===== config.mk =====
export PLATFORM = sky130hd
export DESIGN_NAME = formula_inv_flat
export DESIGN_NICKNAME = d
export VERILOG_FILES = /design/src/rtl/formula_inv_if.sv /design/src/rtl/formula_inv.sv /design/src/flat_wrapper.sv
export SDC_FILE = /design/constraint.sdc
export NUM_CORES = 1
export LEC_CHECK = 0
export CORE_MARGIN = 3
export CORE_UTILIZATION = 30
export CTS_BUF_LIST = sky130_fd_sc_hd__clkbuf_4 sky130_fd_sc_hd__clkbuf_8 sky130_fd_sc_hd__clkbuf_16
export CTS_CLUSTER_DIAMETER = 80
export DETAILED_ROUTE_END_ITERATION = 8
export DONT_BUFFER_PORTS = 1
export PLACE_DENSITY = 0.52
export REMOVE_ABC_BUFFERS = 1
export SYNTH_ARGS = -nofsm -noshare
export SYNTH_HDL_FRONTEND = slang
export SYNTH_SLANG_ARGS = --single-unit

===== constraint.sdc =====
create_clock -name clk -period 4.9 [get_ports clk]
set_input_delay 0.245 -clock clk [delete_from_list [all_inputs] [get_ports clk]]
set_output_delay 0.245 -clock clk [all_outputs]
set_load 0.05 [all_outputs]

===== src/rtl/formula_inv_if.sv =====
// Operand/result handshake bundle for the formula inverse solver.
// The master side presents a, b, c, q and takes back d/err.
interface formula_inv_if #(
  parameter int width = 8
);
  logic                      vld_in;
  logic                      rdy_in;
  logic signed [width-1:0]   a;
  logic signed [width-1:0]   b;
  logic signed [width-1:0]   c;
  logic signed [2*width+6:0] q;
  logic                      vld_out;
  logic                      rdy_out;
  logic signed [width-1:0]   d;
  logic                      err;

  modport master (
    output vld_in, a, b, c, q, rdy_out,
    input  rdy_in, vld_out, d, err
  );

  modport slave (
    input  vld_in, a, b, c, q, rdy_out,
    output rdy_in, vld_out, d, err
  );
endinterface


===== src/rtl/formula_inv.sv =====
// Recovers d from q = ((a-b)*(3c+1) - 4d) >>> 1, given a, b, c and q.
// One problem at a time; the product is formed by a serial shift-add multiplier.
module formula_inv #(
  parameter int width = 8
) (
  input logic          clk,
  input logic          rst,
  formula_inv_if.slave bus
);
  localparam int xw = width + 1;
  localparam int yw = width + 3;
  localparam int aw = 2*width + 4;
  localparam int pw = 2*width + 5;
  localparam int qw = 2*width + 7;
  localparam int rw = 2*width + 8;
  localparam int cw = $clog2(yw);

  typedef enum logic [1:0] {IDLE, MUL, FIN, OUT} state_t;

  state_t           state_reg, state_next;
  logic [aw-1:0]    acc_reg, acc_next;
  logic [aw-1:0]    mcand_reg, mcand_next;
  logic [yw-1:0]    mplier_reg, mplier_next;
  logic [cw-1:0]    cnt_reg, cnt_next;
  logic             neg_reg, neg_next;
  logic [qw-1:0]    q_reg, q_next;
  logic [width-1:0] d_reg, d_next;
  logic             err_reg, err_next;

  // Operand preparation, only meaningful at the accepting edge
  logic signed [xw-1:0] x_val;
  logic signed [yw-1:0] c_ext, y_val;
  logic [xw-1:0]        x_mag;
  logic [yw-1:0]        y_mag;

  assign x_val = xw'(bus.a) - xw'(bus.b);
  assign c_ext = yw'(bus.c);
  assign y_val = (c_ext <<< 1) + c_ext + yw'(1);
  assign x_mag = x_val[xw-1] ? -x_val : x_val;
  assign y_mag = y_val[yw-1] ? -y_val : y_val;

  // Undo the floor shift: 2q plus the product's parity bit gives the exact numerator
  logic signed [pw-1:0]   p_val;
  logic signed [rw-1:0]   n_val, r_val, r_sh;
  logic [rw-width:0]      r_hi;
  logic                   in_range;

  assign p_val    = neg_reg ? -$signed({1'b0, acc_reg}) : $signed({1'b0, acc_reg});
  assign n_val    = $signed({q_reg, p_val[0]});
  assign r_val    = rw'(p_val) - n_val;
  assign r_sh     = r_val >>> 2;
  assign r_hi     = r_sh[rw-1:width-1];
  assign in_range = (&r_hi) | ~(|r_hi);

  always_comb begin
    state_next  = state_reg;
    acc_next    = acc_reg;
    mcand_next  = mcand_reg;
    mplier_next = mplier_reg;
    cnt_next    = cnt_reg;
    neg_next    = neg_reg;
    q_next      = q_reg;
    d_next      = d_reg;
    err_next    = err_reg;
    case (state_reg)
      IDLE: begin
        if (bus.vld_in) begin
          acc_next    = '0;
          mcand_next  = aw'(x_mag);
          mplier_next = y_mag;
          cnt_next    = '0;
          neg_next    = x_val[xw-1] ^ y_val[yw-1];
          q_next      = bus.q;
          state_next  = MUL;
        end
      end
      MUL: begin
        if (mplier_reg[0]) acc_next = acc_reg + mcand_reg;
        mcand_next  = mcand_reg << 1;
        mplier_next = mplier_reg >> 1;
        cnt_next    = cnt_reg + 1'b1;
        if (cnt_reg == cw'(yw - 1)) state_next = FIN;
      end
      FIN: begin
        err_next   = (|r_val[1:0]) | ~in_range;
        d_next     = err_next ? '0 : r_sh[width-1:0];
        state_next = OUT;
      end
      OUT: begin
        if (bus.rdy_out) state_next = IDLE;
      end
      default: state_next = IDLE;
    endcase
  end

  always_ff @(posedge clk or posedge rst) begin
    if (rst) begin
      state_reg  <= IDLE;
      acc_reg    <= '0;
      mcand_reg  <= '0;
      mplier_reg <= '0;
      cnt_reg    <= '0;
      neg_reg    <= 1'b0;
      q_reg      <= '0;
      d_reg      <= '0;
      err_reg    <= 1'b0;
    end else begin
      state_reg  <= state_next;
      acc_reg    <= acc_next;
      mcand_reg  <= mcand_next;
      mplier_reg <= mplier_next;
      cnt_reg    <= cnt_next;
      neg_reg    <= neg_next;
      q_reg      <= q_next;
      d_reg      <= d_next;
      err_reg    <= err_next;
    end
  end

  assign bus.rdy_in  = (state_reg == IDLE);
  assign bus.vld_out = (state_reg == OUT);
  assign bus.d       = d_reg;
  assign bus.err     = err_reg;
endmodule


===== src/flat_wrapper.sv =====
// flat-port wrapper written by rule: the top's interface ports become plain ports
module formula_inv_flat 
#(
  parameter int width = 8
)
  (clk, rst, bus_vld_in, bus_a, bus_b, bus_c, bus_q, bus_rdy_out, bus_rdy_in, bus_vld_out, bus_d, bus_err);
  formula_inv_if #(.width(width)) bus_i ();
  input logic clk;
  input logic rst;
  input wire logic [$bits(bus_i.vld_in)-1:0] bus_vld_in;
  input wire logic [$bits(bus_i.a)-1:0] bus_a;
  input wire logic [$bits(bus_i.b)-1:0] bus_b;
  input wire logic [$bits(bus_i.c)-1:0] bus_c;
  input wire logic [$bits(bus_i.q)-1:0] bus_q;
  input wire logic [$bits(bus_i.rdy_out)-1:0] bus_rdy_out;
  output wire logic [$bits(bus_i.rdy_in)-1:0] bus_rdy_in;
  output wire logic [$bits(bus_i.vld_out)-1:0] bus_vld_out;
  output wire logic [$bits(bus_i.d)-1:0] bus_d;
  output wire logic [$bits(bus_i.err)-1:0] bus_err;
  assign bus_i.vld_in = bus_vld_in;
  assign bus_i.a = bus_a;
  assign bus_i.b = bus_b;
  assign bus_i.c = bus_c;
  assign bus_i.q = bus_q;
  assign bus_i.rdy_out = bus_rdy_out;
  assign bus_rdy_in = bus_i.rdy_in;
  assign bus_vld_out = bus_i.vld_out;
  assign bus_d = bus_i.d;
  assign bus_err = bus_i.err;
  formula_inv #(.width(width)) u_core (.clk(clk), .rst(rst), .bus(bus_i));
endmodule

After elaboration in Yosys (flattened, before gate mapping)
Cells that the tools add are included.
{ "word_totals": {"ff_bits": 90, "input_bits": 51, "elab_cells": 57} }
{ "op_classes": {"addsub": 9, "n_eq_ne": 8, "mux": 17, "n_bitwise": 5, "n_reduce_logical": 9} }
{ "ops": {"columns": ["cell", "count"], "rows": [
  ["case mux 20 bit (2 select lines)", 2],
  ["2-to-1 mux 20 bit", 3],
  ["subtractor 21 x 24 -> 24 bit", 1],
  ["2-to-1 mux 11 bit", 2],
  ["case mux 11 bit (2 select lines)", 1],
  ["2-to-1 mux 21 bit", 1],
  ["negation 20 -> 21 bit", 1],
  ["adder 20 bit", 1],
  ["AND reduction 15 bit", 1],
  ["OR reduction 15 bit", 1],
  ["adder 11 x 2 -> 11 bit (second input constant)", 1],
  ["negation 11 bit", 1],
  ["adder 9 x 8 -> 10 bit", 1],
  ["2-to-1 mux 9 bit", 1],
  ["negation 9 bit", 1],
  ["subtractor 8 x 8 -> 9 bit", 1],
  ["2-to-1 mux 8 bit", 1],
  ["case mux 2 bit (4 select lines)", 1],
  ["case mux 4 bit (2 select lines)", 1],
  ["2-to-1 mux 2 bit", 3],
  ["AND reduction 3 bit", 2],
  ["adder 4 x 1 -> 4 bit (second input constant)", 1],
  ["== test 2 bit (second input constant)", 2],
  ["== test 4 bit (second input constant)", 1],
  ["other kinds (11)", 16]
]} }

Longest topological paths before layout
Gate-level depths: netlist (run 1).
{ "depth": {"depth_word": 9, "depth_mapped": 18, "ltp_nobuf": 17} }

Least setup slack after synthesis (run 1)
No wires, ideal clock.
{ "synth_path": {"kind": "flip-flop to flip-flop", "start": "register u_core.acc_reg[5]", "end": "register u_core.d_reg[0] (netlist: u_core.bus.d[0])", "arrival_ps": 4437, "required_ps": 4799, "setup_slack_ps": 362, "stages_incl_launch_ff": 16, "synth_period_minus_slack_ps": 4538, "cell_sequence": "dfrtp_1 -> nor4_1 -> nand2b_1 -> or4b_2 -> o21ai_0 -> xnor2_1 -> ha_1 -> clkbuf_1 -> nand2_1 -> or4_1 -> o21ba_2 -> o22ai_1 -> or4b_4 -> nor4b_4 -> mux2i_4 -> o32ai_1"} }
{ "synth_via": {"elab_chain_cells": 9} }
{ "synth_rtl": {"columns": ["element", "line_no", "text"], "rows": [
  ["from (decl)", "formula_inv.sv:21", "logic [aw-1:0] acc_reg, acc_next;"],
  ["from (signal assigned)", "formula_inv.sv:109", "acc_reg <= acc_next;"],
  ["negation 20 -> 21 bit", "formula_inv.sv:48", "assign p_val = neg_reg ? -$signed({1'b0, acc_reg}) : $signed({1'b0, acc_reg});"],
  ["2-to-1 mux 21 bit (*)", "formula_inv.sv:48", null],
  ["subtractor 21 x 24 -> 24 bit (*)", "formula_inv.sv:50", "assign r_val = rw'(p_val) - n_val;"],
  ["OR reduction 15 bit", "formula_inv.sv:53", "assign in_range = (&r_hi) | ~(|r_hi);"],
  ["inverter 1 bit", "formula_inv.sv:53", null],
  ["OR 1 bit (*)", "formula_inv.sv:53", null],
  ["inverter 1 bit (*)", "formula_inv.sv:85", "err_next = (|r_val[1:0]) | ~in_range;"],
  ["OR 1 bit (*)", "formula_inv.sv:85", null],
  ["2-to-1 mux 8 bit (*)", "formula_inv.sv:86", "d_next = err_next ? '0 : r_sh[width-1:0];"],
  ["to (signal assigned)", "formula_inv.sv:115", "d_reg <= d_next;"],
  ["to (decl)", "formula_inv.sv:27", "logic [width-1:0] d_reg, d_next;"]
]} }
Mark *: on every way between the ends. The rest lies on a longest branch, timed or not.
A chain may end at the register's enable or synchronous reset.

Worst setup path in the final report (run 1)
{ "layout_path": {"start": "register u_core.acc_reg[5]", "end": "register u_core.d_reg[6] (netlist: u_core.bus.d[6])"} }
{ "layout_via": {"elab_chain_cells": 9} }
{ "layout_rtl": {"columns": ["element", "line_no"], "rows": [
  ["negation 20 -> 21 bit", "formula_inv.sv:48"],
  ["2-to-1 mux 21 bit (*)", "formula_inv.sv:48"],
  ["subtractor 21 x 24 -> 24 bit (*)", "formula_inv.sv:50"],
  ["OR reduction 15 bit", "formula_inv.sv:53"],
  ["inverter 1 bit", "formula_inv.sv:53"],
  ["OR 1 bit", "formula_inv.sv:53"],
  ["inverter 1 bit", "formula_inv.sv:85"],
  ["OR 1 bit", "formula_inv.sv:85"],
  ["2-to-1 mux 8 bit (*)", "formula_inv.sv:86"]
]} }
Marked as above.

==> summary.md, run 1 <==
| Metric | Value |
|---|---|
| Drc violations | 0 |
| Die outline area | 26100 um2 |
| Power Density | 764 nW/um2 |
| Fillers | 2433 |
| Cell at the root of the clock tree | clkbuf_16 |
| TritonCTS clock tree | done |
| Clock Skew | 0.0151 ns |
| Die width | 161 um |
| Worst-case clock buffer depth | 2 |
| Wire length of the first global-routing pass | 27300 um |
| Class of the most critical setup path | reg2reg |
| Maximum level of the CTS H-tree | 3 |
| RD Place Congestion | 0.840 |
| Post-Synthesis Mean Instance Area | 8.71 um2 |
| Number of non-filler instances in the completed layout | 1161 |
| Number of search-and-repair iterations in the first detailed-routing pass | 4 |
| Required time of the critical path | 5.15 ns |
| Met2 WL post-DR | 7410 um |
| Pin count of the biggest net entering global routing | 54 |
| Port Buffer Count | 0 |
| Final core area utilization | 34.4% |
| Syn Std Cell Area | 7250 um2 |
| Final count of negative-setup-slack endpoints | 0 |
| Floorplan Core Area | 23600 um2 |
| GRT Residual Overflow | 0 |
| WL met3 | 421 um |
| Count of flip-flops with a built-in enable after synthesis | 0 |
| Layout net count | 957 |
| All-layer global routing usage | 12.6% |
| Final Power | 6.20 mW |
| Hpwl dp | 12600 um |
| Starting Density | 30.7% |
| Synthesized instance count | 832 |
| Worst slew margin | 37.6% |
| Number of nets still failing antenna checks after routing | 0 |
| Via count of the first global-routing pass | 5552 |
| Die span in y | 161 um |
| Yosys cell types | 69 |
| Share of the yosys chip area belonging to registers | 31.1% |
| Most instantiated flip-flop cell in the synthesis netlist | dfrtp_1 |
| Post-Place Cells | 1140 |
| Transition time at the pin with the least slew margin | 0.936 ns |
| Boundary Pins | 62 |
| Period utilisation layout | 95.0% |
| Clock edge transition at the registers on the reported setup and hold paths | 0.07 ns |
| Sort of element at the start of the critical path | flip-flop |
| Slew Viols, Final | 0 |
| Via count | 5743 |
| Fin crit period | 4.65 ns |
| Maximum fanout along the worst path | 9 |
| Initial antenna violation count | 0 |
| Length of routed wiring on met1 | 8220 um |
| Maximum VDD drop | 0.289 mV |
| Antenna cell count | 0 |
| Element type at the critical path end | flip-flop |
| TritonCTS Sinks | 90 |
| Footprint of the multi-input gates | 4760 um2 |
| Largest register FFs | 23 |
| Count of routing violations after the opening detailed-route iteration | 251 |
| WP data arrival | 4.91 ns |
| Maximum Capacitance Violations | 0 |
| Number of CTS-inserted buffers | 9 |
| Static leakage | 3.65 nW |
| Hold Crit Class | in2reg |
| Routed WL per cell | 14.0 um |
| Status | completed |
| Fraction of final layout cells with drive strength greater than 1 | 10.8% |
| Ratio of routed vias to standard cells | 4.95 |
| Synth Register Bits | 90 |
| Rows | 56 |
| Detailed Route WL | 16200 um |
| Latest clock arrival within the worst-skew pair | 0.36 ns |
| Post-synth ARST share | 100% |
| Standard cell area after detailed placement | 7660 um2 |
| Area Growth Syn to Fin | 12.1% |
| Hold Worst Slack | 0.0331 ns |
| Uppermost routed layer | met4 |
| Area of all sequential standard cells | 2250 um2 |
| Final instance area | 8120 um2 |
| Peak clock frequency supported by timing | 0.215 GHz |
| Number of endpoints with negative hold slack in the final report | 0 |
| Count of yosys warnings during synthesis | 0 |
## metrics by stage
stage / worst slack (ns) / setup TNS (ns)
2_1_floorplan: 0.489 / 0
3_3_place_gp: 0.0892 / 0
3_5_place_dp: 0.0512 / 0
4_1_cts: 0.0399 / 0
5_1_grt: -0.0258 / -0.0683
6_report: 0.247 / 0
## where the power goes
part	total (mW)	internal, mW	switching, mW
combinational	4.32	1.84	2.48
clock	0.708	0.364	0.344
sequential	1.18	0.985	0.193
## what timing repair did
| item | 4_1_cts | 5_1_grt |
|---|---|---|
| gates resized for setup | 0 | 30 |
| endpoints found under the hold margin | 35 | 0 |
| endpoints found under the setup margin | 0 | 9 |
| buffers inserted | 0 | 4 |
| hold buffers | 1 | 0 |
## final timing paths
kind                                             startpoint  slack, ns  cells after the start                               end
setup / recovery              u_core.acc_reg[5]$_DFFE_PP0P_       0.25                     16       u_core.bus.d[6]$_DFFE_PP0P_
min in group asynchronous                               rst       0.53                      2       u_core.q_reg[2]$_DFFE_PP0P_
max in group asynchronous                               rst       3.36                      3  u_core.mcand_reg[14]$_DFFE_PP0P_
hold reg to reg            u_core.mplier_reg[6]$_DFFE_PP0P_       0.49                      2  u_core.mplier_reg[6]$_DFFE_PP0P_
hold / removal                                    bus_q[11]       0.03                      1      u_core.q_reg[11]$_DFFE_PP0P_
setup reg to reg              u_core.acc_reg[5]$_DFFE_PP0P_       0.25                     16       u_core.bus.d[6]$_DFFE_PP0P_
## final cells by class
cell class	instances	share of cell area [%]
clock buffer	9	2.77
clock inverter	7	1.00
inverter	67	3.11
multi-input combinational	649	58.6
sequential	90	27.7
tap	319	4.91
timing repair buffer	20	1.88
## cell usage after synthesis (13+ instances only)
master | instances | area (um2)
a22o_1 | 15 | 131
nand2b_1 | 16 | 100
xnor2_1 | 52 | 455
o21ai_0 | 69 | 345
xor2_1 | 28 | 245
nand2_1 | 76 | 285
a31oi_1 | 13 | 81.3
ha_1 | 66 | 826
mux2_2 | 23 | 259
dfrtp_1 | 90 | 2250
a21o_1 | 17 | 128
clkbuf_1 | 22 | 82.6
nand3_1 | 16 | 80.1
a21oi_1 | 54 | 270
inv_1 | 67 | 251
nor3_1 | 18 | 90.1
nor2_1 | 50 | 188
## worst max-delay path, stage by stage (launching register included)
cell and delay, ns:
dfrtp_1 0.45, nor4_4 0.31, nand2b_1 0.13, nor2_2 0.18
nand4b_1 0.24, o41a_1 0.49, buf_4 0.16, ha_1 0.28
and4_1 0.20, a221oi_4 0.37, o221ai_1 0.17, nor3_1 0.15
nand4_1 0.11, or4b_4 0.52, nor4b_4 0.33, mux2i_4 0.17
o32ai_1 0.29
## kinds of logic (layout without fill, tap and decap cells)
logic type / after synthesis / in the layout / synth area share (%)
simple gates: 228 / 228 / 15.4
mux: 33 / 33 / 5.13
buf+inv: 93 / 103 / 4.94
fa+ha+maj: 69 / 69 / 12.2
xor+xnor: 80 / 80 / 9.67
compound gates: 239 / 239 / 21.6
flops: 90 / 90 / 31.1
## per-layer routing
layer	GRT usage, %	vias to the layer above
met2	20.5	78
met4	3.64	0
met1	17.3	2646
met5	0	-
met3	1.92	10
li1	-	3009
## layout by cell type (no fill, tap or decap), types with 3 or more instances in the layout
| cell | instances |
|---|---|
| nand2_1 | 76 |
| o31ai_2 | 5 |
| a21oi_2 | 4 |
| a21oi_1 | 50 |
| ha_1 | 64 |
| o22ai_1 | 5 |
| nor3_1 | 18 |
| fa_1 | 3 |
| and2_1 | 5 |
| xor2_1 | 28 |
| a21o_1 | 17 |
| o21a_1 | 5 |
| or4_1 | 3 |
| o21ai_0 | 63 |
| nor2_1 | 48 |
| buf_4 | 19 |
| o32ai_1 | 7 |
| nand4_1 | 8 |
| mux2i_1 | 9 |
| or3_1 | 9 |
| xnor2_1 | 52 |
| nand2b_1 | 16 |
| o211ai_1 | 7 |
| o21ai_1 | 4 |
| inv_1 | 66 |
| mux2_2 | 23 |
| a22o_1 | 15 |
| clkbuf_16 | 9 |
| o21bai_1 | 7 |
| o21ai_2 | 3 |
| a31oi_1 | 13 |
| nor2b_1 | 4 |
| and3_1 | 9 |
| a211oi_1 | 4 |
| dfrtp_1 | 90 |
| nand3_1 | 15 |
No activity file was read; power rests on OpenSTA's default activity.
==> run 2: changes to the inputs <==
--- a/config.mk
+++ b/config.mk
@@ -12,6 +12,7 @@
 export DETAILED_ROUTE_END_ITERATION = 8
 export DONT_BUFFER_PORTS = 1
 export PLACE_DENSITY = 0.52
+export RECOVER_POWER = 50
 export REMOVE_ABC_BUFFERS = 1
 export SYNTH_ARGS = -nofsm -noshare
 export SYNTH_HDL_FRONTEND = slang
==> run 2 against run 1 <==
Net effect:
- the flow now finishes with violations (capacitance limit, slew limit)
- global-route usage unchanged
- clock skew about the same
- largest power group unchanged
- highest routed layer unchanged
- register-to-register slack hardly changed
==> summary.md, run 2 (synthesis gave the netlist of run 1 again) <==
| Metric | Value |
|---|---|
| Status | finished with violations |
| Violations in the final reports | capacitance limit, slew limit |
| Peak clock frequency supported by timing | 0.215 GHz |
| Element type at the critical path end | flip-flop |
| Maximum fanout along the worst path | 9 |
| Layout net count | 957 |
| Count of routing violations after the opening detailed-route iteration | 238 |
| GRT Residual Overflow | 0 |
| Clock edge transition at the registers on the reported setup and hold paths | 0.07 ns |
| Maximum level of the CTS H-tree | 3 |
| Die span in y | 161 um |
| Fraction of power consumed by combinational cells | 69.6% |
| Worst path buffer plus inverter count | 1 |
| Number of nets still failing antenna checks after routing | 0 |
| Power Density | 764 nW/um2 |
| Sequential share of power | 19.0% |
| Largest incremental delay on the critical path | 0.52 ns |
| Final core area utilization | 34.4% |
| Drc violations | 0 |
| Clock group share of total power | 11.4% |
| Worst-case clock buffer depth | 2 |
| Largest register FFs | 23 |
| Switching power as a share of total power | 48.7% |
| Internal Dissipation | 3.18 mW |
| Final Power | 6.20 mW |
| TritonCTS clock tree | done |
| Antenna cell count | 0 |
| Net load switching power | 3.02 mW |
| Fraction of final layout cells with drive strength greater than 1 | 10.7% |
| Most common library cell in the layout ignoring fill and taps | dfrtp_1 |
| Area Growth Syn to Fin | 12.1% |
| TritonCTS Sinks | 90 |
| Final-layout setup total negative slack | 0 ns |
| List of cells traversed by the critical path | nor4_4 -> nand2b_1 -> nor2_2 -> nand4b_1 -> o41a_1 -> buf_4 -> ha_1 -> and4_1 -> a221oi_4 -> o221ai_1 -> nor3_1 -> nand4_1 -> or4b_4 -> nor4b_4 -> mux2i_4 -> o32ai_1 |
| Class of the most critical setup path | reg2reg |
| Static leakage | 3.64 nW |
| Number of search-and-repair iterations in the first detailed-routing pass | 4 |
| Die outline area | 26100 um2 |
| Fin crit period | 4.65 ns |
| Detailed Route WL | 16200 um |
| Starting Density | 30.7% |
| Hold Crit Class | in2reg |
| Slowest cell on the critical path | or4b_4 |
| Required time of the critical path | 5.15 ns |
| Via count of the first global-routing pass | 5552 |
| Die width | 161 um |
| Most frequent cells in the layout | dfrtp_1 (90), nand2_1 (76), inv_1 (66) |
| Slew Viols, Final | 93 |
| Number of endpoints with negative hold slack in the final report | 0 |
| Transition time at the pin with the least slew margin | 2.36 ns |
| Ratio of routed vias to standard cells | 4.94 |
| Rows | 56 |
| Cell at the root of the clock tree | clkbuf_16 |
| Clock Skew | 0.0151 ns |
| Initial antenna violation count | 0 |
| Pin count of the biggest net entering global routing | 54 |
| Floorplan Core Area | 23600 um2 |
| Routed WL per cell | 14.0 um |
| WP data arrival | 4.91 ns |
| All-layer global routing usage | 12.6% |
| Sort of element at the start of the critical path | flip-flop |
| Worst slew margin | -58.4% |
| Minimum setup slack after placement | 0.0512 ns |
| Hpwl dp | 12600 um |
| Number of CTS-inserted buffers | 9 |
| Period utilisation layout | 95.0% |
| Latest clock arrival within the worst-skew pair | 0.36 ns |
| Final count of negative-setup-slack endpoints | 0 |
| Via count | 5740 |
| Maximum Capacitance Violations | 2 |
| Port Buffer Count | 0 |
| Boundary Pins | 62 |
| Kind of cell with the highest combined delay on the critical path | simple AND/OR/NAND/NOR gates |
| Wire length of the first global-routing pass | 27300 um |
| Final setup slack of the worst path | 0.247 ns |
| RD Place Congestion | 0.840 |
| Maximum VDD drop | 0.289 mV |
## run 2: layer usage
layer,track usage [%],routed length (um),up-vias
met1,17.3,8220,2644
li1,-,-,3008
met4,3.64,166,0
met2,20.5,7410,78
met5,0,0,-
met3,1.92,421,10
## run 2: final timing paths
kind	cells past startpoint	start	slack, ns	to
min	1	bus_q[11]	0.03	u_core.q_reg[11]$_DFFE_PP0P_
max in group asynchronous	3	rst	1.26	u_core.mcand_reg[14]$_DFFE_PP0P_
min in group asynchronous	2	rst	1.00	u_core.q_reg[2]$_DFFE_PP0P_
min reg2reg	2	u_core.mplier_reg[6]$_DFFE_PP0P_	0.49	u_core.mplier_reg[6]$_DFFE_PP0P_
max reg2reg	16	u_core.acc_reg[5]$_DFFE_PP0P_	0.25	u_core.bus.d[6]$_DFFE_PP0P_
max	16	u_core.acc_reg[5]$_DFFE_PP0P_	0.25	u_core.bus.d[6]$_DFFE_PP0P_
## run 2: timing repair
action | CTS | global route
setup buffers | 0 | 4
endpoints found under the hold margin | 35 | 0
setup endpoints to repair | 0 | 9
hold buffers | 1 | 0
resized for setup | 0 | 30
## run 2: power groups by stage
stage | combinational, mW | clock [mW] | sequential (mW)
after detailed placement | 4.07 | 0 | 1.19
after CTS | 4.10 | 0.735 | 1.17
after floorplan | 3.16 | 0 | 1.14
after global placement | 4.10 | 0 | 1.18
after global routing | 4.86 | 0.761 | 1.21
final | 4.32 | 0.708 | 1.18
## run 2: worst reg2reg max path: cells and delay by family, from the launching register on
| family | cells | cell delay, ns |
|---|---|---|
| simple gates | 9 | 2.17 |
| compound gates | 4 | 1.32 |
| fa+ha+maj | 1 | 0.28 |
| flops | 1 | 0.45 |
| mux | 1 | 0.17 |
| buf+inv | 1 | 0.16 |
## run 2: final cells by class
class,instances,area [um2]
clock inverter,7,81.3
clock buffer,9,225
sequential,90,2250
fill,2432,15500
timing repair buffer,20,149
multi-input combinational,649,4760
tap,319,399
inverter,67,253
## run 2: through the flow
step | hold WS [ns] | cells | instance area, um2
2_1_floorplan | 0.396 | 806 | 7140
3_3_place_gp | 0.364 | 1140 | 7660
3_5_place_dp | 0.373 | 1140 | 7660
4_1_cts | 0.0174 | 1157 | 7970
5_1_grt | 0.0224 | 1161 | 8120
6_report | 0.0332 | 1161 | 8120
==> run 3: changes to the inputs <==
--- a/config.mk
+++ b/config.mk
@@ -11,7 +11,7 @@
 export CTS_CLUSTER_DIAMETER = 80
 export DETAILED_ROUTE_END_ITERATION = 8
 export DONT_BUFFER_PORTS = 1
-export PLACE_DENSITY = 0.52
+export PLACE_DENSITY = 0.51
 export RECOVER_POWER = 50
 export REMOVE_ABC_BUFFERS = 1
 export SYNTH_ARGS = -nofsm -noshare
==> constraint.sdc (replaced) <==
create_clock -name clk -period 5.15 [get_ports clk]
set_input_delay 0.2575 -clock clk [delete_from_list [all_inputs] [get_ports clk]]
set_output_delay 0.2575 -clock clk [all_outputs]
set_load 0.05 [all_outputs]
==> run 3 against run 2 <==
Net effect:
- routed wire length increased by 0.46%
- cell count decreased by 0.86%
- highest routed layer unchanged
- largest power group unchanged
- largest cell class unchanged
- maximum frequency decreased by 1.6%
- the flow still finishes with violations (capacitance limit, slew limit)
- sequential cell count unchanged
==> summary.md, run 3 (synthesis gave the netlist of run 1 again) <==
| Metric | Value |
|---|---|
| WP data arrival | 4.99 ns |
| Power Density | 715 nW/um2 |
| Worst path buffer plus inverter count | 0 |
| Largest register FFs | 23 |
| Starting Density | 30.7% |
| Final-layout setup total negative slack | 0 ns |
| List of cells traversed by the critical path | nor4_2 -> nand2b_1 -> or4b_2 -> o21ai_0 -> xnor2_1 -> ha_2 -> a21oi_1 -> o21ai_1 -> nor4b_1 -> a21oi_1 -> xnor2_1 -> or4_1 -> nor4_1 -> and4_1 -> mux2i_4 -> o32ai_1 |
| Largest incremental delay on the critical path | 0.65 ns |
| R2R cell count | 16 |
| Final Power | 5.68 mW |
| Layout net count | 947 |
| Detailed Route WL | 16300 um |
| Kind of cell with the highest combined delay on the critical path | simple AND/OR/NAND/NOR gates |
| Number of CTS-inserted buffers | 9 |
| Count of routing violations after the opening detailed-route iteration | 240 |
| Standard cell area after detailed placement | 7600 um2 |
| Number of cells on the critical path | 16 |
| Hold Path Cell Cnt | 1 |
| Fraction of final layout cells with drive strength greater than 1 | 8.05% |
| Via count | 5675 |
| Clock edge transition at the registers on the reported setup and hold paths | 0.07 ns |
| Clock Skew | 0.0185 ns |
| Final setup slack of the worst path | 0.422 ns |
| Required time of the critical path | 5.41 ns |
| Slowest cell on the critical path | or4b_2 |
| Slew Viols, Final | 66 |
| Initial antenna violation count | 0 |
| Most frequent cells in the layout | dfrtp_1 (90), nand2_1 (76), inv_1 (66), o21ai_0 (66), ha_1 (65) |
| Length of routed wiring on met1 | 8270 um |
| Floorplan Core Area | 23600 um2 |
| Most common library cell in the layout ignoring fill and taps | dfrtp_1 |
| Area Growth Syn to Fin | 9.70% |
| Maximum level of the CTS H-tree | 3 |
| RD Place Congestion | 0.857 |
| Hold Crit Class | in2reg |
| Wire length of the first global-routing pass | 27900 um |
| Rows | 56 |
| Boundary Pins | 62 |
| Final instance area | 7950 um2 |
| Met2 WL post-DR | 7260 um |
| Ratio of routed vias to standard cells | 4.93 |
| Element type at the critical path end | flip-flop |
| Port Buffer Count | 0 |
| Number of endpoints with negative hold slack in the final report | 0 |
| Peak clock frequency supported by timing | 0.212 GHz |
| Worst-case clock buffer depth | 2 |
| Die outline area | 26100 um2 |
| Period utilisation layout | 91.8% |
| Minimum setup slack after placement | 0.279 ns |
| Pin count of the biggest net entering global routing | 66 |
| Number of search-and-repair iterations in the first detailed-routing pass | 4 |
| Die span in y | 161 um |
| Maximum fanout along the worst path | 10 |
| Latest clock arrival within the worst-skew pair | 0.36 ns |
| Antenna cell count | 0 |
| Final core area utilization | 33.7% |
| Hold Worst Slack | 0.0503 ns |
| TritonCTS clock tree | done |
| Worst slew margin | -13.3% |
| Fin crit period | 4.73 ns |
| Via count of the first global-routing pass | 5568 |
| TritonCTS Sinks | 90 |
| Status | finished with violations |
| GRT Residual Overflow | 0 |
| Number of nets still failing antenna checks after routing | 0 |
| All-layer global routing usage | 13.0% |
| Sort of element at the start of the critical path | flip-flop |
| Number of non-filler instances in the completed layout | 1151 |
| WL met3 | 567 um |
| Drc violations | 0 |
| Routed WL per cell | 14.2 um |
| Final count of negative-setup-slack endpoints | 0 |
| Uppermost routed layer | met4 |
| Maximum VDD drop | 0.269 mV |
| Die width | 161 um |
| Class of the most critical setup path | reg2reg |
| Static leakage | 3.58 nW |
| Violations in the final reports | capacitance limit, slew limit |
| Hpwl dp | 12700 um |
| Maximum Capacitance Violations | 1 |
| Post-Place Cells | 1133 |
| Cell at the root of the clock tree | clkbuf_16 |
| Transition time at the pin with the least slew margin | 1.70 ns |
run 3: power by group:
| part | leakage, nW | switching (mW) | internal, mW |
|---|---|---|---|
| combinational | 2.28 | 2.27 | 1.61 |
| clock | 0.148 | 0.330 | 0.345 |
| sequential | 1.15 | 0.191 | 0.937 |
| total | 3.58 | 2.79 | 2.89 |
run 3: cell type report:
| cell class | count | area, um2 |
|---|---|---|
| clock buffer | 9 | 225 |
| inverter | 67 | 253 |
| tap | 319 | 399 |
| fill | 2476 | 15700 |
| timing repair buffer | 10 | 75.1 |
| sequential | 90 | 2250 |
| multi-input combinational | 649 | 4670 |
| clock inverter | 7 | 78.8 |
run 3: worst reg2reg max path, stage by stage, from the launching register on:
cell and delay [ns]:
dfrtp_1 0.45, nor4_2 0.32, nand2b_1 0.13, or4b_2 0.65
o21ai_0 0.21, xnor2_1 0.15, ha_2 0.36, a21oi_1 0.16
o21ai_1 0.11, nor4b_1 0.27, a21oi_1 0.15, xnor2_1 0.17
or4_1 0.50, nor4_1 0.29, and4_1 0.28, mux2i_4 0.14
o32ai_1 0.29
run 3: final timing paths:
path,startpoint,endpoint,slack [ns]
setup / recovery,u_core.acc_reg[4]$_DFFE_PP0P_,u_core.bus.d[5]$_DFFE_PP0P_,0.42
hold / removal,bus_q[18],u_core.q_reg[18]$_DFFE_PP0P_,0.05
setup reg to reg,u_core.acc_reg[4]$_DFFE_PP0P_,u_core.bus.d[5]$_DFFE_PP0P_,0.42
hold reg to reg,u_core.mplier_reg[6]$_DFFE_PP0P_,u_core.mplier_reg[6]$_DFFE_PP0P_,0.49
max in group asynchronous,rst,u_core.q_reg[19]$_DFFE_PP0P_,2.38
min in group asynchronous,rst,u_core.cnt_reg[2]$_DFFE_PP0P_,0.58
run 3: what timing repair did:
item / in CTS / in global routing
gates resized for setup: 0 / 8
hold buffers: 1 / 0
setup endpoints to repair: 0 / 9
buffers inserted: 0 / 1
endpoints found under the hold margin: 25 / 0
run 3: layer usage:
layer,vias to the layer above,track usage (%)
met5,-,0
met4,0,3.44
met3,12,2.10
met2,95,20.8
met1,2581,18.2
li1,2987,-
